==> src/rtl/maxpool_1d_stream_if.sv <==
// Streaming handshake bundle for the 1-D max-pool block: convolution samples in, pooled maxima out.
// The slave modport faces the pooling block; master faces its environment.
interface maxpool_1d_stream_if #(
    parameter int unsigned T = 8
);
    logic                s_valid_y;
    logic                s_ready_y;
    logic signed [T-1:0] s_data_in_y;
    logic                m_valid_z;
    logic                m_ready_z;
    logic signed [T-1:0] m_data_out_z;

    modport master (
        output s_valid_y,
        output s_data_in_y,
        output m_ready_z,
        input  s_ready_y,
        input  m_valid_z,
        input  m_data_out_z
    );

    modport slave (
        input  s_valid_y,
        input  s_data_in_y,
        input  m_ready_z,
        output s_ready_y,
        output m_valid_z,
        output m_data_out_z
    );
endinterface

==> src/rtl/maxpool_1d_stream.sv <==
// Streaming 1-D max-pool: window/stride P over vectors of L signed samples, one result per window.
// Define MAXPOOL_TAIL_EN to also emit the max of a trailing partial window when L mod P != 0.
module maxpool_1d_stream #(
    parameter int unsigned T = 8,
    parameter int unsigned L = 97,
    parameter int unsigned P = 2
) (
    input logic               clk,
    input logic               reset,
    maxpool_1d_stream_if.slave bus
);
    localparam int unsigned VW = $clog2(L);
    localparam int unsigned WW = $clog2(P);
    localparam logic [VW-1:0] VecLast = VW'(L - 1);
    localparam logic [WW-1:0] WinLast = WW'(P - 1);

    typedef enum logic [0:0] {StAccum, StHold} state_e;

    state_e              state_q, state_d;
    logic [VW-1:0]       vec_cnt_q, vec_cnt_d;
    logic [WW-1:0]       win_cnt_q, win_cnt_d;
    logic signed [T-1:0] max_q, max_d;
    logic signed [T-1:0] data_q, data_d;
    logic signed [T-1:0] cand;
    logic                accept;
    logic                win_end;
    logic                vec_end;

    // Ready is gated by reset so nothing is accepted while reset is held.
    assign bus.s_ready_y    = (state_q == StAccum) && !reset;
    assign bus.m_valid_z    = (state_q == StHold);
    assign bus.m_data_out_z = data_q;

    assign accept  = bus.s_valid_y && bus.s_ready_y;
    assign win_end = (win_cnt_q == WinLast);
    assign vec_end = (vec_cnt_q == VecLast);

    // First sample of a window loads directly; later ones fold into the running max.
    always_comb begin
        cand = bus.s_data_in_y;
        if ((win_cnt_q != '0) && (max_q > bus.s_data_in_y)) begin
            cand = max_q;
        end
    end

    always_comb begin
        state_d   = state_q;
        vec_cnt_d = vec_cnt_q;
        win_cnt_d = win_cnt_q;
        max_d     = max_q;
        data_d    = data_q;
        case (state_q)
            StAccum: begin
                if (accept) begin
                    max_d     = cand;
                    vec_cnt_d = vec_end ? '0 : vec_cnt_q + 1'b1;
                    win_cnt_d = (win_end || vec_end) ? '0 : win_cnt_q + 1'b1;
                    if (win_end) begin
                        data_d  = cand;
                        state_d = StHold;
                    end
`ifdef MAXPOOL_TAIL_EN
                    else if (vec_end) begin
                        data_d  = cand;
                        state_d = StHold;
                    end
`endif
                end
            end
            StHold: begin
                if (bus.m_ready_z) begin
                    state_d = StAccum;
                end
            end
            default: state_d = StAccum;
        endcase
    end

    always_ff @(posedge clk or posedge reset) begin
        if (reset) begin
            state_q   <= StAccum;
            vec_cnt_q <= '0;
            win_cnt_q <= '0;
            max_q     <= '0;
            data_q    <= '0;
        end else begin
            state_q   <= state_d;
            vec_cnt_q <= vec_cnt_d;
            win_cnt_q <= win_cnt_d;
            max_q     <= max_d;
            data_q    <= data_d;
        end
    end
endmodule

==> src/flat_wrapper.sv <==
// flat-port wrapper written by rule: the top's interface ports become plain ports
module maxpool_1d_stream_flat 
#(
    parameter int unsigned T = 8,
    parameter int unsigned L = 97,
    parameter int unsigned P = 2
)
  (clk, reset, bus_s_valid_y, bus_s_data_in_y, bus_m_ready_z, bus_s_ready_y, bus_m_valid_z, bus_m_data_out_z);
  maxpool_1d_stream_if #(.T(T)) bus_i ();
  input logic clk;
  input logic reset;
  input wire logic [$bits(bus_i.s_valid_y)-1:0] bus_s_valid_y;
  input wire logic [$bits(bus_i.s_data_in_y)-1:0] bus_s_data_in_y;
  input wire logic [$bits(bus_i.m_ready_z)-1:0] bus_m_ready_z;
  output wire logic [$bits(bus_i.s_ready_y)-1:0] bus_s_ready_y;
  output wire logic [$bits(bus_i.m_valid_z)-1:0] bus_m_valid_z;
  output wire logic [$bits(bus_i.m_data_out_z)-1:0] bus_m_data_out_z;
  assign bus_i.s_valid_y = bus_s_valid_y;
  assign bus_i.s_data_in_y = bus_s_data_in_y;
  assign bus_i.m_ready_z = bus_m_ready_z;
  assign bus_s_ready_y = bus_i.s_ready_y;
  assign bus_m_valid_z = bus_i.m_valid_z;
  assign bus_m_data_out_z = bus_i.m_data_out_z;
  maxpool_1d_stream #(.T(T), .L(L), .P(P)) u_core (.clk(clk), .reset(reset), .bus(bus_i));
endmodule
==> config.mk <==
export PLATFORM = sky130hd
export DESIGN_NAME = maxpool_1d_stream_flat
export DESIGN_NICKNAME = d
export VERILOG_FILES = /design/src/rtl/maxpool_1d_stream_if.sv /design/src/rtl/maxpool_1d_stream.sv /design/src/flat_wrapper.sv
export SDC_FILE = /design/constraint.sdc
export NUM_CORES = 1
export LEC_CHECK = 0
export BUFFER_PORTS_ARGS = -buffer_cell sky130_fd_sc_hd__buf_2
export CAP_MARGIN = 10
export CORE_ASPECT_RATIO = 1.4
export CORE_UTILIZATION = 36
export DETAILED_ROUTE_END_ITERATION = 6
export PLACE_DENSITY = 0.65
export SYNTH_ARGS = -nofsm -noshare
export SYNTH_HDL_FRONTEND = slang
export SYNTH_SLANG_ARGS = --single-unit
==> constraint.sdc <==
create_clock -name clk -period 3 [get_ports clk]
set_clock_uncertainty 0.15 [all_clocks]
set_input_delay 0.45 -clock clk [delete_from_list [all_inputs] [get_ports clk]]
set_output_delay 0.45 -clock clk [all_outputs]
set_load 0.01 [all_outputs]
Word-level counts from Yosys, hierarchy flattened
Cells that the tools add are included.
{"block": "totals", "regBits": 25, "in_bits": 12, "out_inout_bits": 10, "wordCells": 24}
{"block": "classes", "add_sub_neg": 2, "n_lt_le_gt_ge": 1, "eq_ne": 1, "muxes": 7, "n_bitwise": 1, "n_reduce_logical": 7}
{"cell": "greater-than comparator 8 bit", "n": 1}
{"cell": "2-to-1 mux 8 bit", "n": 1}
{"cell": "adder 7 x 1 -> 7 bit, second input constant", "n": 1}
{"cell": "equality test 7 bit, second input constant", "n": 1}
{"cell": "2-to-1 mux 7 bit", "n": 1}
{"cell": "2-to-1 mux 1 bit", "n": 4}
{"cell": "logical AND 1 bit", "n": 3}
{"cell": "AND reduction 3 bit", "n": 1}
{"cell": "one-hot mux 1 bit (2 select lines)", "n": 1}
{"cell": "AND reduction 2 bit", "n": 1}
{"cell": "adder 1 bit, second input constant", "n": 1}
{"cell": "logical NOT 1 bit", "n": 1}
{"cell": "logical OR 1 bit", "n": 1}
{"cell": "NOT 1 bit", "n": 1}

Longest topological paths before layout
{"block": "logic_depth", "depth_word": 5, "ltp_mapped": 8, "depth_no_buf": 7}

Least setup slack after synthesis
Ideal clock, no wire load.
{"block": "synth_timing", "kind": "input to register", "startpoint": "input bus_s_data_in_y[7]", "endpoint": "register u_core.max_q[0]", "arrival_ns": 2.193, "slack_ns": 0.532, "cell_stages": 7, "cell_sequence": "inv_1 > ha_1 > and4_2 > o2111ai_1 > nand2_4 > o311ai_4 > mux2_2"}
{"block": "synth_between", "elab_chain_cells": 3}
{"element": "from (decl)", "line": "flat_wrapper.sv:13", "text": "input wire logic [$bits(bus_i.s_data_in_y)-1:0] bus_s_data_in_y;"}
{"element": "greater-than comparator 8 bit", "line": "maxpool_1d_stream.sv:41", "text": "if ((win_cnt_q != '0) && (max_q > bus.s_data_in_y)) begin"}
{"element": "logical AND 1 bit", "line": "maxpool_1d_stream.sv:41"}
{"element": "2-to-1 mux 8 bit", "line": "maxpool_1d_stream.sv:41"}
{"element": "to (signal assigned)", "line": "maxpool_1d_stream.sv:90", "text": "max_q <= max_d;"}
{"element": "to (decl)", "line": "maxpool_1d_stream.sv:22", "text": "logic signed [T-1:0] max_q, max_d;"}
No other way between the ends.
A chain may end at the register's enable or synchronous reset.

Worst setup path after layout
{"block": "layout_timing", "startpoint": "register u_core.max_q[6]", "endpoint": "register u_core.max_q[2]"}
{"block": "layout_between", "elab_chain_cells": 3}
{"element": "greater-than comparator 8 bit", "line": "maxpool_1d_stream.sv:41"}
{"element": "logical AND 1 bit", "line": "maxpool_1d_stream.sv:41"}
{"element": "2-to-1 mux 8 bit", "line": "maxpool_1d_stream.sv:41"}
No other way between the ends.

==> impl_metrics.tcl <==
set metrics [dict create \
    status "finished with violations" \
    violations "DRC" \
    antenna_found_initial 0 \
    max-slew-margin-rel 0.3637 \
    synth_warnings 0 \
    period_needed_ns 2.489 \
    synth_area_per_cell_um2 9.525 \
    maxCapViolCount 0 \
    gp_congestion 0.8085 \
    postSynthCellCount 160 \
    first_global_vias 1249 \
    synth_xor_xnor_area_share 0.005747 \
    setup_violations 0 \
    power_leakage_nw 0.8083 \
    drt_iter0_drc 79 \
    nets 209 \
    tightest_slew_ns 0.9533 \
    synthTopCellsByCount "nand2_1 (26), dfrtp_1 (25), inv_1 (13), nor2_1 (11)" \
    stdcell_area_um2 1744 \
    drv_slew 0 \
    gr-total-overflow 0 \
    p_seq_frac 0.408 \
    cts_tree "yes" \
    htreeDepth 1 \
    utilization 0.4375 \
    ioPinCount 22 \
    ys_seq_area_frac 0.4105 \
    path_class "reg -> reg" \
    post_drt_via_cell_ratio 5.332 \
    synthFlopType "dfrtp_1" \
    syn_nets 182 \
    p_per_area_nw_per_um2 828.0 \
    synth_most_common_cell "nand2_1" \
    core_um2 3986 \
    r2r_cells 6 \
    hp-class "in -> reg" \
    syn_to_final_growth_pct 14.45 \
    synth_area_leaders "dfrtp_1 (41%), ha_1 (8.2%), nand2_1 (6.4%)" \
    synth_top_area_cell "dfrtp_1" \
    switching_share 0.3981 \
    p_comb_frac 0.450 \
    antennaDiodeCount 0 \
    synthesis.area_um2 1524 \
    dp_hpwl_um 2413 \
    hold_path_end "u_core.bus.m_valid_z" \
    ir_drop_mv 0.3467 \
    synth_seq_cells 25 \
    reg2reg_from "u_core.max_q[6]" \
    cts.path.max_buffers 2 \
    cts_resized 0 \
    num_rows 27 \
    synth_compound_area_frac 0.1404 \
    die_area_um2 4501 \
    grt_pass1_wl_um 5492 \
    critical_path_required_ns 3.01 \
    synth_top_family_by_area "simple AND/OR/NAND/NOR gates" \
    firstDrtPassIters 6 \
    power.total_mw 1.444 \
    reg2reg_slack_ns 0.51 \
    synth_edf_count 0 \
    cp.arrival_ns 2.50 \
    yosys.area_share.simple 0.2028 \
    regToRegEndpoint "u_core.max_q[2]" \
    drc 6 \
    initial_core_util 0.3823 \
    p_int_uw 869.3 \
    path_max_fanout 8 \
    yosys.cell_types.count 34 \
    cts_buffers 3 \
    hold_start "bus_m_ready_z" \
    place_area_um2 1698 \
    rsz0062_at_grt "no" \
    start_kind "register" \
    max_clock_freq_mhz 401.8 \
    fin_setup_tns_ns 0 \
    wire_per_inst_um 13.84 \
    die_h_um 78.99 \
    switching_power_uw 575.0 \
    min_period_over_period 0.8296 \
    clock_sinks 25 \
    p_clk_frac 0.142 \
    hold_viol 0 \
    drive_above_1_share 0.2312 \
    yosysTopAreaCellShare 0.4105 \
    crit_path_end_kind "register" \
    synth-adder-area-share 0.08210 \
    cts_setup_buffers 0 \
    root_buffer "clkbuf_8" \
    async_reset_ff_frac 1.000 \
    path_clk_slew_ns 0.10 \
    via_count 1221 \
    ant_nets 0 \
    dieWidth_um 56.99 \
    clock_latency_ns 0.27 \
    holdBufCountCts 0 \
    min_path_cells 2 \
    grt_max_degree 26 \
    synthMuxAreaShare 0.1117 \
    drt_wl_total_um 3169 \
    numPortBuffers 21 \
    grtUsageTotal 0.1530 \
]
logic make-up after synthesis:
kind of cell	count (synthesis)
buffers and inverters	17
xor gates and xnor gates	1
muxes	16
DFF	25
and+or+nand+nor	62
adders and majority gates	10
AOI/OAI and AO/OA	29
worst max-delay path, stage by stage, from the launching register on:
cell and delay (ns):
dfrtp_1 0.41, ha_1 0.34, and4_2 0.27, a21oi_2 0.20
nand2_4 0.08, o311ai_4 0.52, mux2_2 0.40
how the worst max path moves through the flow:
stage                                       endpoint                from  slack (ns)
after floorplan                      u_core.max_q[0]  bus_s_data_in_y[7]        0.53
final                                u_core.max_q[2]     u_core.max_q[6]        0.51
after global routing      u_core.bus.m_data_out_z[6]     u_core.max_q[7]        0.42
after detailed placement             u_core.max_q[2]  bus_s_data_in_y[6]        0.33
after global placement               u_core.max_q[1]  bus_s_data_in_y[6]        0.36
after CTS                            u_core.max_q[2]     u_core.max_q[6]        0.52
cell usage in the layout, fill, tap and decap left out, types with 2 or more instances in the layout:
| cell type | count |
|---|---|
| buf_2 | 21 |
| mux2i_1 | 8 |
| nand4_1 | 4 |
| nor2_1 | 11 |
| nor3_1 | 8 |
| ha_1 | 10 |
| and3_1 | 2 |
| a31oi_1 | 3 |
| inv_1 | 13 |
| nand2_1 | 26 |
| dfrtp_1 | 25 |
| o211ai_1 | 2 |
| a21o_1 | 2 |
| mux2_2 | 8 |
| clkbuf_8 | 3 |
| buf_4 | 5 |
| o311ai_0 | 7 |
| o21ai_0 | 10 |
stage by stage:
| stage | setup WS (ns) | hold WS (ns) | cells |
|---|---|---|---|
| after floorplan | 0.5319 | 0.3009 | 160 |
| after global placement | 0.3582 | 0.3250 | 225 |
| after detailed placement | 0.3340 | 0.3326 | 225 |
| after CTS | 0.5172 | 0.1914 | 229 |
| after global routing | 0.4167 | 0.1998 | 229 |
| final | 0.5112 | 0.1901 | 229 |
metal layers:
metal / up-vias / wire, um / track usage
met3: 4 / 78 / 0.02117
li1: 621 / - / -
met2: 24 / 1607 / 0.2682
met4: 0 / 34 / 0.06829
met1: 572 / 1449 / 0.1833
met5: - / 0 / 0
sequential cells by signal, indices dropped and copies added, names as in the netlist:
name	flops
u_core.bus.m_valid_z	1
u_core.vec_cnt_q	7
u_core.win_cnt_q	1
u_core.bus.m_data_out_z	8
u_core.max_q	8
power groups by stage:
stage / clock [mW] / sequential, mW / combinational [mW]
detailed placement: 0 / 0.596 / 0.656
global placement: 0 / 0.592 / 0.645
floorplan: 0 / 0.597 / 0.453
global route: 0.225 / 0.606 / 0.727
finish: 0.205 / 0.589 / 0.650
CTS: 0.214 / 0.590 / 0.656
final cells by class:
class,count,area [um2]
inverters,13,48.80
well taps,43,53.80
fillers,394,2242
flip-flops and latches,25,625.6
clock buffers,3,41.29
multi-input cells,118,827.0
repair buffers,26,142.6
clock inverters,1,5.005
Power figures use the tool's default switching activity.
